<file path="src/rtl/imem_fetch.sv">
`default_nettype none
// +--------------------------------------------------------------------------+
// | Module   : imem_fetch                                                    |
// | Function : Writable instruction memory with a valid/ready fetch port.    |
// |            Reads happen at the accept edge. Results pass through         |
// |            RD_LAT-1 register stages into an in-order response queue.     |
// |            A flush discards everything in flight. A load port writes     |
// |            program words. Fetch indices are range checked.               |
// | Option   : `define IMEM_MISALIGN_EN makes a non-word-aligned req_addr    |
// |            return a fault instead of the containing word.                |
// | Revision : 1.0  initial release                                          |
// +--------------------------------------------------------------------------+
module imem_fetch #(
  parameter int N      = 32,
  parameter int DEPTH  = 64,
  parameter int ADDR_W = 32,
  parameter int RD_LAT = 1
) (
  input  logic                     clk,
  input  logic                     rst_n,
  input  logic                     req_valid,
  output logic                     req_ready,
  input  logic [ADDR_W-1:0]        req_addr,
  output logic                     rsp_valid,
  input  logic                     rsp_ready,
  output logic [N-1:0]             rsp_data,
  output logic                     rsp_err,
  input  logic                     flush,
  input  logic                     load_en,
  input  logic [$clog2(DEPTH)-1:0] load_addr,
  input  logic [N-1:0]             load_data,
  output logic                     busy
);

  // Word-index width, queue depth, and the widths of the counters and pointers.
  localparam int C_AW = $clog2(DEPTH);
  localparam int C_QD = RD_LAT + 1;
  localparam int C_CW = $clog2(C_QD + 1);
  localparam int C_PW = $clog2(C_QD);
  localparam int C_QS = 1 << C_PW;
  localparam logic [C_CW-1:0] C_CNT_MAX  = C_CW'(C_QD);
  localparam logic [C_PW-1:0] C_PTR_LAST = C_PW'(C_QD - 1);

  // Program storage. It is not reset, so contents survive rst_n.
  logic [N-1:0]      r_mem [DEPTH];

  // Count of accepted fetches not yet popped, covering the pipeline and the queue.
  logic [C_CW-1:0]   r_cnt;

  // Response queue.
  logic [N-1:0]      r_q_data [C_QS];
  logic              r_q_err  [C_QS];
  logic [C_PW-1:0]   r_wptr;
  logic [C_PW-1:0]   r_rptr;
  logic [C_CW-1:0]   r_qcnt;

  logic              w_accept;
  logic              w_pop;
  logic              w_oor;
  logic              w_mis;
  logic              w_err;
  logic [C_AW-1:0]   w_idx;
  logic [N-1:0]      w_rd_data;
  logic              w_push;
  logic              w_push_err;
  logic [N-1:0]      w_push_data;

  // Advance a queue pointer. The queue depth need not be a power of two.
  function automatic logic [C_PW-1:0] f_next(input logic [C_PW-1:0] p);
    return (p == C_PTR_LAST) ? '0 : p + 1'b1;
  endfunction

  // Handshake decode. Readiness depends on the registered count only.
  assign req_ready = rst_n & (r_cnt < C_CNT_MAX) & ~load_en & ~flush;
  assign w_accept  = req_valid & req_ready;
  assign rsp_valid = (r_qcnt != '0);
  assign w_pop     = rsp_valid & rsp_ready;
  assign busy      = (r_cnt != '0);

  // Word index into the array. Any byte-address bits above the array range are a fault.
  assign w_idx = req_addr[C_AW+1:2];

  generate
    if (ADDR_W > C_AW + 2) begin : g_hi_chk
      assign w_oor = |req_addr[ADDR_W-1:C_AW+2];
    end else begin : g_no_hi
      assign w_oor = 1'b0;
    end
  endgenerate

`ifdef IMEM_MISALIGN_EN
  assign w_mis = |req_addr[1:0];
`else
  logic w_unused_lsb;
  assign w_unused_lsb = ^req_addr[1:0];
  assign w_mis        = 1'b0;
`endif

  // A faulting fetch returns zero data.
  assign w_err     = w_oor | w_mis;
  assign w_rd_data = w_err ? '0 : r_mem[w_idx];

  // Delay the read result so it reaches the queue RD_LAT-1 edges after the accept edge.
  generate
    if (RD_LAT == 1) begin : g_lat1
      assign w_push      = w_accept;
      assign w_push_data = w_rd_data;
      assign w_push_err  = w_err;
    end else begin : g_lat2
      logic         r_p_valid;
      logic [N-1:0] r_p_data;
      logic         r_p_err;

      // Single read-data stage. A flush drops whatever it holds.
      always_ff @(posedge clk or negedge rst_n) begin
        if (!rst_n) begin
          r_p_valid <= 1'b0;
          r_p_data  <= '0;
          r_p_err   <= 1'b0;
        end else begin
          r_p_valid <= w_accept & ~flush;
          r_p_data  <= w_rd_data;
          r_p_err   <= w_err;
        end
      end

      assign w_push      = r_p_valid;
      assign w_push_data = r_p_data;
      assign w_push_err  = r_p_err;
    end
  endgenerate

  // Program load. No fetch is accepted in a load cycle, so reads see settled data.
  always_ff @(posedge clk) begin
    if (load_en) begin
      r_mem[load_addr] <= load_data;
    end
  end

  // Outstanding-fetch count. Accept and pop together cancel; flush clears it.
  always_ff @(posedge clk or negedge rst_n) begin
    if (!rst_n) begin
      r_cnt <= '0;
    end else if (flush) begin
      r_cnt <= '0;
    end else begin
      case ({w_accept, w_pop})
        2'b10:   r_cnt <= r_cnt + 1'b1;
        2'b01:   r_cnt <= r_cnt - 1'b1;
        default: r_cnt <= r_cnt;
      endcase
    end
  end

  // Queue control: pointers and fill level. Flush takes priority over push and pop.
  always_ff @(posedge clk or negedge rst_n) begin
    if (!rst_n) begin
      r_wptr <= '0;
      r_rptr <= '0;
      r_qcnt <= '0;
    end else if (flush) begin
      r_wptr <= '0;
      r_rptr <= '0;
      r_qcnt <= '0;
    end else begin
      if (w_push) begin
        r_wptr <= f_next(r_wptr);
      end
      if (w_pop) begin
        r_rptr <= f_next(r_rptr);
      end
      case ({w_push, w_pop})
        2'b10:   r_qcnt <= r_qcnt + 1'b1;
        2'b01:   r_qcnt <= r_qcnt - 1'b1;
        default: r_qcnt <= r_qcnt;
      endcase
    end
  end

  // Queue storage. The output is gated while empty, so this needs no reset.
  always_ff @(posedge clk) begin
    if (w_push && !flush) begin
      r_q_data[r_wptr] <= w_push_data;
      r_q_err[r_wptr]  <= w_push_err;
    end
  end

  // The head entry is presented only while valid, and holds until it is popped.
  assign rsp_data = rsp_valid ? r_q_data[r_rptr] : '0;
  assign rsp_err  = rsp_valid & r_q_err[r_rptr];

endmodule
`default_nettype wire

</file>
<file path="config.mk">
export PLATFORM = sky130hd
export DESIGN_NAME = imem_fetch
export DESIGN_NICKNAME = d
export VERILOG_FILES = /design/src/rtl/imem_fetch.sv
export SDC_FILE = /design/constraint.sdc
export NUM_CORES = 2
export LEC_CHECK = 0
export CAP_MARGIN = 20
export CORE_ASPECT_RATIO = 1.4
export CORE_MARGIN = 3
export CORE_UTILIZATION = 40
export CTS_CLUSTER_SIZE = 25
export DETAILED_ROUTE_END_ITERATION = 8
export PLACE_DENSITY_LB_ADDON = 0.2
export SETUP_SLACK_MARGIN = 0.05
export SKIP_CTS_REPAIR_TIMING = 1
export SYNTH_ARGS = -nofsm -noshare
export SYNTH_HDL_FRONTEND = slang
export SYNTH_SLANG_ARGS = --single-unit
export TNS_END_PERCENT = 100
</file>
<file path="constraint.sdc">
create_clock -name clk -period 3.17 [get_ports clk]
set_input_delay 0.951 -clock clk [delete_from_list [all_inputs] [get_ports clk]]
set_output_delay 0.951 -clock clk [all_outputs]
set_load 0.05 [all_outputs]
</file>
Yosys cells after proc, flatten, opt, wreduce, memory -nomap -nowiden:

Memory sizes are Yosys's and may differ from the RTL's.
Index checks and enable logic that the tools add are counted.

* input port bits: 76
* RAM bits: 2114
* bits in registers: 6
* memories kept: 3

Memory list
* r_mem: depth 64, width 32, read ports 1, clocked after Yosys merged registers in 0, write ports 1, RTL line 45 `logic [N-1:0] r_mem [DEPTH];`
* r_q_data: depth 2, width 32, read ports 1, clocked after Yosys merged registers in 0, write ports 1, RTL line 51 `logic [N-1:0] r_q_data [C_QS];`
* r_q_err: depth 2, width 1, read ports 1, clocked after Yosys merged registers in 0, write ports 1, RTL line 52 `logic r_q_err [C_QS];`

* eq/ne operators: 2
* add/subtract/negate cells: 6
* order comparisons: 1
* multiplexer cells: 16
* bitwise gates (word level): 8
* reductions and logical operators: 8

Operators with widths (count)
* $mux W32: 2
* $reduce_or A24 Y1: 1
* $mux W1: 10
* $pmux W2 S2: 2
* $reduce_bool A2 Y1: 4
* $and A1 B1 Y1: 6
* $add A2 B1 Y2 const B: 2
* $mux W2: 2
* $sub A2 B1 Y2 const B: 2
* $reduce_bool A3 Y1: 1
* $add A1 B1 Y1 const B: 2
* $eq A2 B1 Y1 const B: 1
* $eq A2 B2 Y1 const B: 1
* $lt A2 B2 Y1 const B: 1
* $not A1 Y1: 2
* $logic_and A1 B1 Y1: 1
* $logic_not A1 Y1: 1

Longest topological paths before layout:

* depth after elaboration: 8
* depth in mapped cells: 10
* mapped depth without buffers: 7

Least setup slack after synthesis:

Ideal clock, no wire load.

* path kind: input -> register
* start point: input load_en
* end point: memory r_q_data[0][0], enable pin
* path slack: -2.129 ns
* arrival time: 4.876 ns
* setup time: 0.423 ns
* cell stages on the path: 4
* cell sequence: clkbuf_1 > nor4b_1 > nand2_1 > nor2_1

* word-level cells in the longest chain between the ends: 7

RTL lines
* start: declaration: RTL line 29 `input logic load_en,`
* $not A1 Y1: RTL line 74 `assign req_ready = rst_n & (r_cnt < C_CNT_MAX) & ~load_en & ~flush;`
* $and A1 B1 Y1 (2 in series): RTL line 74
* net req_ready: RTL line 22 `output logic req_ready,`
* $and A1 B1 Y1: RTL line 75 `assign w_accept = req_valid & req_ready;`
* $logic_and A1 B1 Y1: RTL line 182 `if (w_push && !flush) begin`
* $mux W1: RTL line 182
* $mux W1 (implied by the code): RTL line 183 `r_q_data[r_wptr] <= w_push_data;`
* end: declaration: RTL line 51

The timed path passes the listed nets, and every way through them passes these cells.

Worst setup path after layout:

* start point: register r_rptr
* end point: output rsp_data[16]

* word-level cells in the longest chain between the ends: 2

RTL lines
* start: declaration: RTL line 54 `logic [C_PW-1:0] r_rptr;`
* start signal: assignment: RTL line 170 `r_rptr <= f_next(r_rptr);`
* $mem_v2 Z2 W32
* $mux W32: RTL line 189 `assign rsp_data = rsp_valid ? r_q_data[r_rptr] : '0;`
* end: declaration: RTL line 26 `output logic [N-1:0] rsp_data,`

No other way between the ends.

==> metrics.txt <==
# TYPE chip_impl_metric gauge
chip_impl_metric{name="synth_mux_area_share",unit="%"} 17.2
chip_impl_metric{name="synth-warning-count",unit=""} 0
chip_impl_metric{name="grt_start_max_net_pins",unit=""} 65
chip_impl_info{name="yosys-top-cells-count",value="2114 x sky130_fd_sc_hd__edfxtp_1, 548 x sky130_fd_sc_hd__mux4_2, 151 x sky130_fd_sc_hd__mux2i_1"} 1
chip_impl_metric{name="power.static_leakage",unit="nW"} 30.9
chip_impl_info{name="timing.hold.worst.class",value="in2reg"} 1
chip_impl_metric{name="clock.fmax",unit="GHz"} 0.327
chip_impl_info{name="worst_setup_path_startpoint",value="r_rptr"} 1
chip_impl_metric{name="first_global_vias",unit=""} 40957
chip_impl_metric{name="synth_xor_xnor_area_share",unit="%"} 0.0430
chip_impl_metric{name="grt.overflow.total",unit=""} 0
chip_impl_metric{name="number_of_nets_in_the_layout",unit=""} 4219
chip_impl_metric{name="ant_nets",unit=""} 0
chip_impl_metric{name="max-cap-violations",unit=""} 0
chip_impl_metric{name="first_pass_iteration_count_of_the_detailed_router",unit=""} 6
chip_impl_metric{name="synth-edff-count",unit=""} 2114
chip_impl_metric{name="core-area",unit="sq um"} 202000
chip_impl_metric{name="r2r_cells",unit=""} 4
chip_impl_metric{name="dr.first_iter.drc_count",unit=""} 3567
chip_impl_metric{name="power_per_cell_area",unit="nW/um^2"} 588
chip_impl_metric{name="clock_sinks",unit=""} 2120
chip_impl_metric{name="io_buffers",unit=""} 109
chip_impl_metric{name="synthesis.nets",unit=""} 3584
chip_impl_metric{name="post_drt_wl_per_cell",unit="um"} 31.3
chip_impl_metric{name="placement_rows",unit=""} 195
chip_impl_metric{name="finalHoldWorstSlack",unit="ps"} 430
chip_impl_metric{name="yosysTopAreaCellShare",unit="%"} 78.0
chip_impl_metric{name="die-area",unit="sq um"} 209000
chip_impl_info{name="tritoncts",value="done"} 1
chip_impl_metric{name="critPathRequiredTime",unit="ps"} 2220
chip_impl_metric{name="syn_to_final_growth",unit="%"} 19.2
chip_impl_metric{name="synth_seq_cells",unit=""} 2120
chip_impl_metric{name="via_per_instance_ratio",unit=""} 5.65
chip_impl_metric{name="worst_ep_arrival_time",unit="ps"} 2110
chip_impl_metric{name="yosys.area_share.adder",unit="%"} 0
chip_impl_metric{name="synth_simple_gate_area_share",unit="%"} 1.66
chip_impl_metric{name="avgSynthCellArea",unit="sq um"} 23.2
chip_impl_metric{name="detail_route.drc_violations",unit=""} 0
chip_impl_metric{name="clock_latency",unit="ps"} 820
chip_impl_metric{name="period_needed",unit="ps"} 3060
chip_impl_metric{name="top_level_ports",unit=""} 112
chip_impl_info{name="dominant_cell_by_count_in_the_synthesized_netlist",value="sky130_fd_sc_hd__edfxtp_1"} 1
chip_impl_metric{name="drt-total-wl",unit="um"} 218000
chip_impl_metric{name="finalHoldViolations",unit=""} 0
chip_impl_metric{name="gr-usage-all-layers",unit="%"} 20.7
chip_impl_info{name="rsz0062_at_grt",value="true"} 1
chip_impl_metric{name="fp.dieH",unit="um"} 540
chip_impl_info{name="worst-setup-path-type",value="reg2out"} 1
chip_impl_metric{name="slew_headroom",unit="%"} 30.7
chip_impl_info{name="status",value="completed"} 1
chip_impl_metric{name="synth-async-reset-ratio",unit="%"} 0.283
chip_impl_info{name="post_synth_main_area_contributors",value="sky130_fd_sc_hd__edfxtp_1 78%, sky130_fd_sc_hd__mux4_2 15%, sky130_fd_sc_hd__mux2i_1 1.9%"} 1
chip_impl_metric{name="sequential_cell_area_fraction_in_the_yosys_report",unit="%"} 78.2
chip_impl_metric{name="final.setup_skew",unit="ps"} 37.5
chip_impl_metric{name="synthesis.instances",unit=""} 3508
chip_impl_metric{name="estimated_wirelength_of_the_detail_placed_design",unit="um"} 138000
chip_impl_info{name="setup.worst_path.start_class",value="flop"} 1
chip_impl_metric{name="place_congestion",unit=""} 0.779
chip_impl_info{name="synth-main-ff-cell",value="sky130_fd_sc_hd__edfxtp_1"} 1
chip_impl_metric{name="critPathMaxFanout",unit=""} 10
chip_impl_metric{name="final_layout_size_suffix_gt1_share",unit="%"} 34.8
chip_impl_metric{name="path_clk_slew",unit="ps"} 60
chip_impl_metric{name="compound_gate_portion_of_the_synthesized_area",unit="%"} 1.61
chip_impl_metric{name="grt_pass1_wl",unit="um"} 309000
chip_impl_metric{name="grt_antenna_before_repair",unit=""} 13
chip_impl_info{name="cts_root_buf",value="sky130_fd_sc_hd__clkbuf_16"} 1
chip_impl_metric{name="worst_slew_pin_slew",unit="ps"} 1040
chip_impl_metric{name="cts-root-to-sink-buffers",unit=""} 4
chip_impl_metric{name="final-setup-viol-count",unit=""} 0
chip_impl_metric{name="slew_violations",unit=""} 0
chip_impl_metric{name="htree_levels",unit=""} 4
chip_impl_info{name="critPathCaptureType",value="output pin"} 1
chip_impl_metric{name="utilization_after_layout",unit="%"} 48.1
chip_impl_metric{name="synth.lib_cells_used.distinct",unit=""} 56
chip_impl_info{name="yosysTopAreaCell",value="sky130_fd_sc_hd__edfxtp_1"} 1
chip_impl_metric{name="fp.dieW",unit="um"} 387
chip_impl_metric{name="initial_core_util",unit="%"} 40.3
chip_impl_info{name="worstHoldStart",value="load_data[24]"} 1
chip_impl_info{name="synth_top_family_by_area",value="multiplexers"} 1
chip_impl_metric{name="tritoncts.num_buffers",unit=""} 198
chip_impl_metric{name="vias",unit=""} 39307
chip_impl_info{name="worstReg2RegStart",value="r_mem[39][29]"} 1
chip_impl_metric{name="fin_crit_sh",unit="%"} 96.6
chip_impl_metric{name="worst_hold_path.num_cells",unit=""} 1
chip_impl_metric{name="post_synth_instance_area",unit="sq um"} 81400
chip_impl_metric{name="power.ir.vdd_worst",unit="uV"} 408
state kept, by name, indices dropped and copies added, names as in the netlist:
register,cells
r_q_data,64
r_mem,2048
r_wptr,1
r_q_err,2
r_rptr,1
r_cnt,2
r_qcnt,2
worst paths after layout:
kind                       slack, ps         endpoint
max                              110     rsp_data[16]
min                              430    r_mem[12][24]
max reg2reg                      590  r_q_data[0][29]
min reg2reg                      570           r_wptr
max in group asynchronous       2570           r_rptr
min in group asynchronous        470         r_cnt[0]
final cells by class:
| type | count | area, sq um |
|---|---|---|
| fillers | 16447 | 105000 |
| well taps | 2659 | 3330 |
| clock buffers | 237 | 5140 |
| repair buffers | 625 | 6750 |
| diodes | 8 | 20.0 |
| inverters | 6 | 22.5 |
| flip-flops and latches | 2120 | 63600 |
| multi-input cells | 1192 | 17300 |
| clock inverters | 110 | 938 |
stage by stage:
| step | cell area [sq um] | TNS (ps) | total power, mW | std cells | setup slack (ps) |
|---|---|---|---|---|---|
| finish | 97100 | 0 | 57.1 | 6957 | 108 |
| global route | 97100 | -0.188 | 58.9 | 6952 | -0.188 |
| CTS | 96900 | -5900 | 57.7 | 6945 | -408 |
| detailed placement | 90800 | -23900 | 34.9 | 6598 | -552 |
| global placement | 90800 | -23020 | 34.9 | 6598 | -538 |
| floorplan | 81500 | -541910 | 33.3 | 3508 | -392 |
cells in the final DEF, fill, tap and decap left out, types with 8 or more instances in the layout:
cell type                         netlist  layout
sky130_fd_sc_hd__a211oi_1              25      25
sky130_fd_sc_hd__a21oi_1               37      37
sky130_fd_sc_hd__a22oi_1               58      58
sky130_fd_sc_hd__buf_12                 0     159
sky130_fd_sc_hd__buf_2                 53      33
sky130_fd_sc_hd__buf_4                 43     378
sky130_fd_sc_hd__bufinv_16              0      15
sky130_fd_sc_hd__clkbuf_1              56      37
sky130_fd_sc_hd__clkbuf_16              0     201
sky130_fd_sc_hd__clkbuf_2               1       8
sky130_fd_sc_hd__clkdlybuf4s50_1        0      35
sky130_fd_sc_hd__clkinv_1               0      42
sky130_fd_sc_hd__clkinv_2               0      36
sky130_fd_sc_hd__clkinvlp_4             0      11
sky130_fd_sc_hd__diode_2                0       8
sky130_fd_sc_hd__edfxtp_1            2114    2114
sky130_fd_sc_hd__mux2_2                 9       9
sky130_fd_sc_hd__mux2i_1              151     144
sky130_fd_sc_hd__mux4_2               548     548
sky130_fd_sc_hd__nand2_1               40      40
sky130_fd_sc_hd__nand2b_1              10      10
sky130_fd_sc_hd__nand3_1               31      31
sky130_fd_sc_hd__nor2_1               125      60
sky130_fd_sc_hd__nor2_4                 0      63
sky130_fd_sc_hd__nor2b_1               33      31
sky130_fd_sc_hd__o21ai_1               14      14
sky130_fd_sc_hd__o22ai_1               15      15
cells by family (layout without fill, tap and decap cells):
group | after synthesis | count (layout)
AND/OR/NAND/NOR | 287 | 287
other | 0 | 8
flip-flops | 2120 | 2120
buffers and inverters | 196 | 978
XOR/XNOR | 4 | 4
AO/OA/AOI/OAI | 191 | 191
multiplexers | 710 | 710
power by group:
group	internal, mW	switching [mW]
clock network	12.8	10.1
registers	31.0	0.0458
logic	1.42	1.82
worst max-delay path: stages (launching register included):
cell	delay [ps]
sky130_fd_sc_hd__dfrtp_2	440
sky130_fd_sc_hd__buf_8	170
sky130_fd_sc_hd__mux2i_1	170
sky130_fd_sc_hd__nor2_1	110
sky130_fd_sc_hd__dlymetal6s2s_1	430
metal layers:
layer / vias up / track usage, % / wire (um)
met1: 21631 / 26.9 / 86800
met2: 1148 / 37.2 / 116000
li1: 16234 / - / -
met3: 294 / 2.57 / 10800
met5: - / 0 / 0
met4: 0 / 4.88 / 4820
Power figures use the tool's default switching activity.
